<file path="src/rtl/a_stim_driver.sv">
// a_stim_driver: serial stimulus transmitter driving the single-bit A input of fsm, MSB first.
// Latency: first bit appears the cycle after the load handshake; done pulses the cycle after the last bit.
// Backpressure: load_ready is high only in IDLE, so loads offered mid-burst are held off untouched.
// Optional feature macro: PATTERN_LOOP_EN adds loop_en for endless replay until abort/reset.
module a_stim_driver #(
  parameter int WIDTH = 8,
  parameter int CNT_W = 4,
  parameter int GAP   = 2
) (
  input  logic             clock,
  input  logic             reset,
  input  logic             load_valid,
  output logic             load_ready,
  input  logic [WIDTH-1:0] load_pattern,
  input  logic [CNT_W-1:0] load_repeat,
  input  logic             abort,
`ifdef PATTERN_LOOP_EN
  input  logic             loop_en,
`endif
  output logic             A,
  output logic             a_valid,
  output logic             busy,
  output logic             done
);

  localparam int BW = $clog2(WIDTH);
  localparam int GW = (GAP > 1) ? $clog2(GAP) : 1;

  localparam logic [1:0] S_IDLE  = 2'd0;
  localparam logic [1:0] S_SHIFT = 2'd1;
  localparam logic [1:0] S_GAP   = 2'd2;
  localparam logic [1:0] S_DONE  = 2'd3;

  logic [1:0]       state_q, state_d;
  logic [WIDTH-1:0] shift_q, shift_d;
  logic [WIDTH-1:0] shadow_q, shadow_d;
  logic [BW-1:0]    bit_q, bit_d;
  logic [GW-1:0]    gap_q, gap_d;
  logic [CNT_W-1:0] rep_q, rep_d;
  logic             a_q, a_d;
  logic             a_valid_q, a_valid_d;
  logic             busy_q, busy_d;
  logic             done_q, done_d;

  // Loop support: keep the original repeat count so each loop pass replays it.
  logic             loop_act;
  logic [CNT_W-1:0] rep_reload;
`ifdef PATTERN_LOOP_EN
  logic [CNT_W-1:0] rep_load_q, rep_load_d;
  assign loop_act   = loop_en;
  assign rep_reload = rep_load_q;
`else
  assign loop_act   = 1'b0;
  assign rep_reload = '0;
`endif

  // Ready is a pure function of state, forced low while reset is held.
  assign load_ready = (state_q == S_IDLE) && !reset;

  assign A       = a_q;
  assign a_valid = a_valid_q;
  assign busy    = busy_q;
  assign done    = done_q;

  // Next-state logic; abort overrides everything including a pending load.
  always_comb begin
    state_d  = state_q;
    shift_d  = shift_q;
    shadow_d = shadow_q;
    bit_d    = bit_q;
    gap_d    = gap_q;
    rep_d    = rep_q;
`ifdef PATTERN_LOOP_EN
    rep_load_d = rep_load_q;
`endif
    if (abort) begin
      state_d = S_IDLE;
    end else begin
      case (state_q)
        S_IDLE: begin
          if (load_valid) begin
            state_d  = S_SHIFT;
            shift_d  = load_pattern;
            shadow_d = load_pattern;
            bit_d    = '0;
            rep_d    = load_repeat;
`ifdef PATTERN_LOOP_EN
            rep_load_d = load_repeat;
`endif
          end
        end
        S_SHIFT: begin
          if (bit_q == BW'(WIDTH - 1)) begin
            if ((rep_q != '0) || loop_act) begin
              // Another pass: consume one repeat, or restart the count when looping.
              rep_d = (rep_q != '0) ? (rep_q - 1'b1) : rep_reload;
              if (GAP > 0) begin
                state_d = S_GAP;
                gap_d   = '0;
              end else begin
                shift_d = shadow_q;
                bit_d   = '0;
              end
            end else begin
              state_d = S_DONE;
            end
          end else begin
            shift_d = shift_q << 1;
            bit_d   = bit_q + 1'b1;
          end
        end
        S_GAP: begin
          if (int'(gap_q) >= GAP - 1) begin
            state_d = S_SHIFT;
            shift_d = shadow_q;
            bit_d   = '0;
          end else begin
            gap_d = gap_q + 1'b1;
          end
        end
        default: begin
          state_d = S_IDLE;
        end
      endcase
    end
    // Outputs are derived from the next state so they are registered with it.
    a_valid_d = (state_d == S_SHIFT);
    a_d       = (state_d == S_SHIFT) && shift_d[WIDTH-1];
    busy_d    = (state_d == S_SHIFT) || (state_d == S_GAP);
    done_d    = (state_d == S_DONE);
  end

  // State and output registers, cleared asynchronously so outputs drop without a clock.
  always_ff @(posedge clock or posedge reset) begin
    if (reset) begin
      state_q   <= S_IDLE;
      shift_q   <= '0;
      shadow_q  <= '0;
      bit_q     <= '0;
      gap_q     <= '0;
      rep_q     <= '0;
      a_q       <= 1'b0;
      a_valid_q <= 1'b0;
      busy_q    <= 1'b0;
      done_q    <= 1'b0;
    end else begin
      state_q   <= state_d;
      shift_q   <= shift_d;
      shadow_q  <= shadow_d;
      bit_q     <= bit_d;
      gap_q     <= gap_d;
      rep_q     <= rep_d;
      a_q       <= a_d;
      a_valid_q <= a_valid_d;
      busy_q    <= busy_d;
      done_q    <= done_d;
    end
  end

`ifdef PATTERN_LOOP_EN
  // Captured repeat count used to restart each loop pass.
  always_ff @(posedge clock or posedge reset) begin
    if (reset) begin
      rep_load_q <= '0;
    end else begin
      rep_load_q <= rep_load_d;
    end
  end
`endif

endmodule
</file>
<file path="config.mk">
export PLATFORM = sky130hd
export DESIGN_NAME = a_stim_driver
export DESIGN_NICKNAME = d
export VERILOG_FILES = /design/src/rtl/a_stim_driver.sv
export SDC_FILE = /design/constraint.sdc
export NUM_CORES = 1
export LEC_CHECK = 0
export CAP_MARGIN = 5
export CORE_UTILIZATION = 30
export CTS_BUF_LIST = sky130_fd_sc_hd__clkbuf_8
export CTS_CLUSTER_SIZE = 20
export DETAILED_ROUTE_END_ITERATION = 7
export SYNTH_ARGS = -nofsm -noshare
export SYNTH_HDL_FRONTEND = slang
export SYNTH_SLANG_ARGS = --single-unit
</file>
<file path="constraint.sdc">
create_clock -name clock -period 2.45 [get_ports clock]
set_input_delay 0.245 -clock clock [delete_from_list [all_inputs] [get_ports clock]]
set_output_delay 0.245 -clock clock [all_outputs]
set_load 0.05 [all_outputs]
</file>
==> results.py <==
metrics = {
    "synthesis": {
        "synth_ff_type": "dfrtp_1",
        "syn-cell-area_um2": 1733,
        "synth_most_common_cell": "dfrtp_1",
        "ys_seq_area_frac": 0.4332,
        "synth_edf_count": 0,
        "synthTopCellsByCount": "30 x dfrtp_1, 9 x inv_1, 8 x mux2_2, 7 x nor4bb_1",
        "syn_inst": 150,
        "yosysWarnings": 0,
        "synthDominantCellAreaShare": 0.4332,
        "async_reset_ff_frac": 1.000,
        "avgSynthCellArea_um2": 11.55,
        "syn_nets": 172,
        "ys_types": 44,
        "synth_seq_cells": 30,
        "yosys.area.top_type": "dfrtp_1",
        "yosys-top-cells-area": "dfrtp_1 43%, mux2_2 5.2%, mux2_4 5.2%, ha_1 4.3%, nor4bb_1 4.0%",
    },
    "setup_path": {
        "crit_chain": "nor3_1 > clkdlybuf4s50_1",
        "cp.arrival_ns": 2.04,
        "critPathSlowestCell": "clkdlybuf4s50_1",
        "worstPathMaxFanout": 20,
        "startpoint_type": "flop",
        "worstSetupPathType": "reg2out",
        "endpoint_kind": "primary output",
        "critPathMaxStageDelay_ns": 0.83,
        "required_ns": 2.20,
    },
    "flow_run": {
        "cap_violations": 0,
    },
    "timing": {
        "min_period_over_period": 0.9315,
        "drv_slew": 0,
        "hold_violations": 0,
        "setup_viol": 0,
        "rsz0062_at_grt": "no",
        "final.setup_skew_ns": 0.01281,
        "tightestPinTransition_ns": 0.6490,
        "fin_ws_ns": 0.1678,
        "setup_tns_ns": 0,
        "relSlewSlack": 0.5673,
        "fmax_ghz": 0.4382,
        "post-route-min-period_ns": 2.282,
    },
    "floorplanning": {
        "io_pins": 21,
        "rows": 27,
        "initial_core_util": 0.3128,
        "dieArea_um2": 6084,
        "die_h_um": 78,
        "core_um2": 5540,
        "die_x_um": 78,
    },
    "placed_design": {
        "gp_congestion": 0.7293,
        "dp_slack_ns": 0.3246,
        "dp_hpwl_um": 2452,
        "port_buffers": 20,
    },
    "clocking": {
        "clock-root-buffer": "clkbuf_8",
        "cts_tree": "done",
        "cts_hold_buf": 0,
        "h-tree-depth": 2,
        "insertion_delay_ns": 0.29,
        "cts_sinks": 30,
        "postCtsSetupBuffers": 0,
        "clk_pin_slew_ns": 0.07,
        "postCtsResizedCells": 0,
        "clock_path_buffers": 2,
        "cts-buffers-inserted": 5,
    },
    "power_and_ir_drop": {
        "power_density_nw_per_um2": 667.8,
        "peakVddDrop_v": 0.0003326,
        "p_leak_nw": 0.9193,
        "power.total_mw": 1.405,
    },
    "route": {
        "drtPass1Iterations": 4,
        "route.vias.total": 1254,
        "ant_nets": 0,
        "wl_per_cell_um": 14.65,
        "drc": 0,
        "drt-total-wl_um": 3619,
        "drtIter0Drc": 128,
        "viasPerCell": 5.077,
    },
    "grt": {
        "grt_pass1_vias": 1279,
        "antenna_found_initial": 0,
        "globalRouteTotalUtil": 0.1356,
        "grt_overflow": 0,
        "grt_pass1_wl_um": 6285,
        "grt_max_degree": 31,
    },
    "hold_path": {
        "hp-class": "in2async",
    },
    "finish": {
        "diodes": 0,
        "area_delta_synth_final_pct": 21.37,
        "nets": 196,
        "finish.utilization": 0.3796,
        "drive_gt1_frac": 0.2114,
    },
    "run_status": {
        "run_status": "completed",
    },
}
## stage by stage
| stage | cell area [µm²] | hold slack [ns] | std cells |
|---|---|---|---|
| finish | 2103 | 0.3671 | 247 |
| CTS | 2103 | 0.3880 | 247 |
| global placement | 2012 | 0.4918 | 239 |
| global route | 2103 | 0.4183 | 247 |
| floorplan | 1733 | 0.3358 | 150 |
| detailed placement | 2012 | 0.4884 | 239 |
## layout by cell type (no fill, tap or decap), types with 2 or more instances in the layout
cell type / n
or3b_2: 2
and2_1: 2
nor3_1: 2
mux2_2: 8
nor2_1: 4
nor3b_1: 5
a21oi_1: 6
nand3_1: 2
nand3b_1: 2
mux2i_1: 5
clkbuf_8: 6
ha_1: 6
o221ai_1: 4
o211ai_1: 3
nor2b_1: 5
a221o_1: 5
a31oi_1: 2
or2_2: 2
buf_4: 8
a21o_1: 2
inv_1: 10
nand2_1: 3
nor4bb_1: 7
o2bb2ai_1: 2
clkdlybuf4s50_1: 20
dfrtp_1: 30
mux2_4: 6
## flip-flops by register name, summed over array words and instances, names as in the netlist
register  cells
done          1
a_valid       1
shadow_q      8
shift_q       8
state_q       2
bit_q         3
A             1
gap_q         1
rep_q         4
busy          1
## final timing paths
check / startpoint / to / slack [ns] / cells past startpoint
max: state_q[0] / load_ready / 0.17 / 2
min: reset / shift_q[6] / 0.37 / 3
max reg2reg: rep_q[0] / A / 0.39 / 8
min reg2reg: shift_q[5] / shift_q[5] / 0.50 / 1
max in group asynchronous: reset / bit_q[2] / 1.79 / 3
min in group clock: shift_q[5] / shift_q[5] / 0.50 / 1
## worst max-delay path: cells and delay by family, from the launching register on
kind,cells,cell delay [ns]
buffers and inverters,1,0.83
DFF,1,0.62
and+or+nand+nor,1,0.29
## final cells by class
| type | count | area, µm² |
|---|---|---|
| Inverter | 9 | 33.78 |
| Tap cell | 72 | 90.09 |
| Multi-Input combinational cell | 100 | 877.1 |
| Clock inverter | 2 | 8.758 |
| Sequential cell | 30 | 750.7 |
| Clock buffer | 6 | 82.58 |
| Fill cell | 568 | 3437 |
| Timing Repair Buffer | 28 | 260.3 |
## where the power goes
part           leakage (nW)  switching (mW)  internal, mW
combinational         0.486           0.144         0.189
clock                0.0524           0.194         0.222
sequential            0.381          0.0667         0.589
## cell families (layout without fill, tap and decap cells)
kind of cell,Yosys count,in the layout,synth area share
AO/OA/AOI/OAI,32,32,0.1437
adder cells (fa/ha/maj),6,6,0.04332
buffers and inverters,20,45,0.06064
flip-flops,30,30,0.4332
multiplexers,19,19,0.1329
AND/OR/NAND/NOR,43,43,0.1863
## per-layer routing
| metal | share of wire | up-vias | GRT usage |
|---|---|---|---|
| li1 | - | 608 | - |
| met1 | 0.49 | 619 | 0.1779 |
| met2 | 0.45 | 21 | 0.2106 |
| met3 | 0.036 | 6 | 0.03647 |
| met4 | 0.017 | 0 | 0.05556 |
| met5 | 0 | - | 0 |
(Power assumes the default switching activity.)
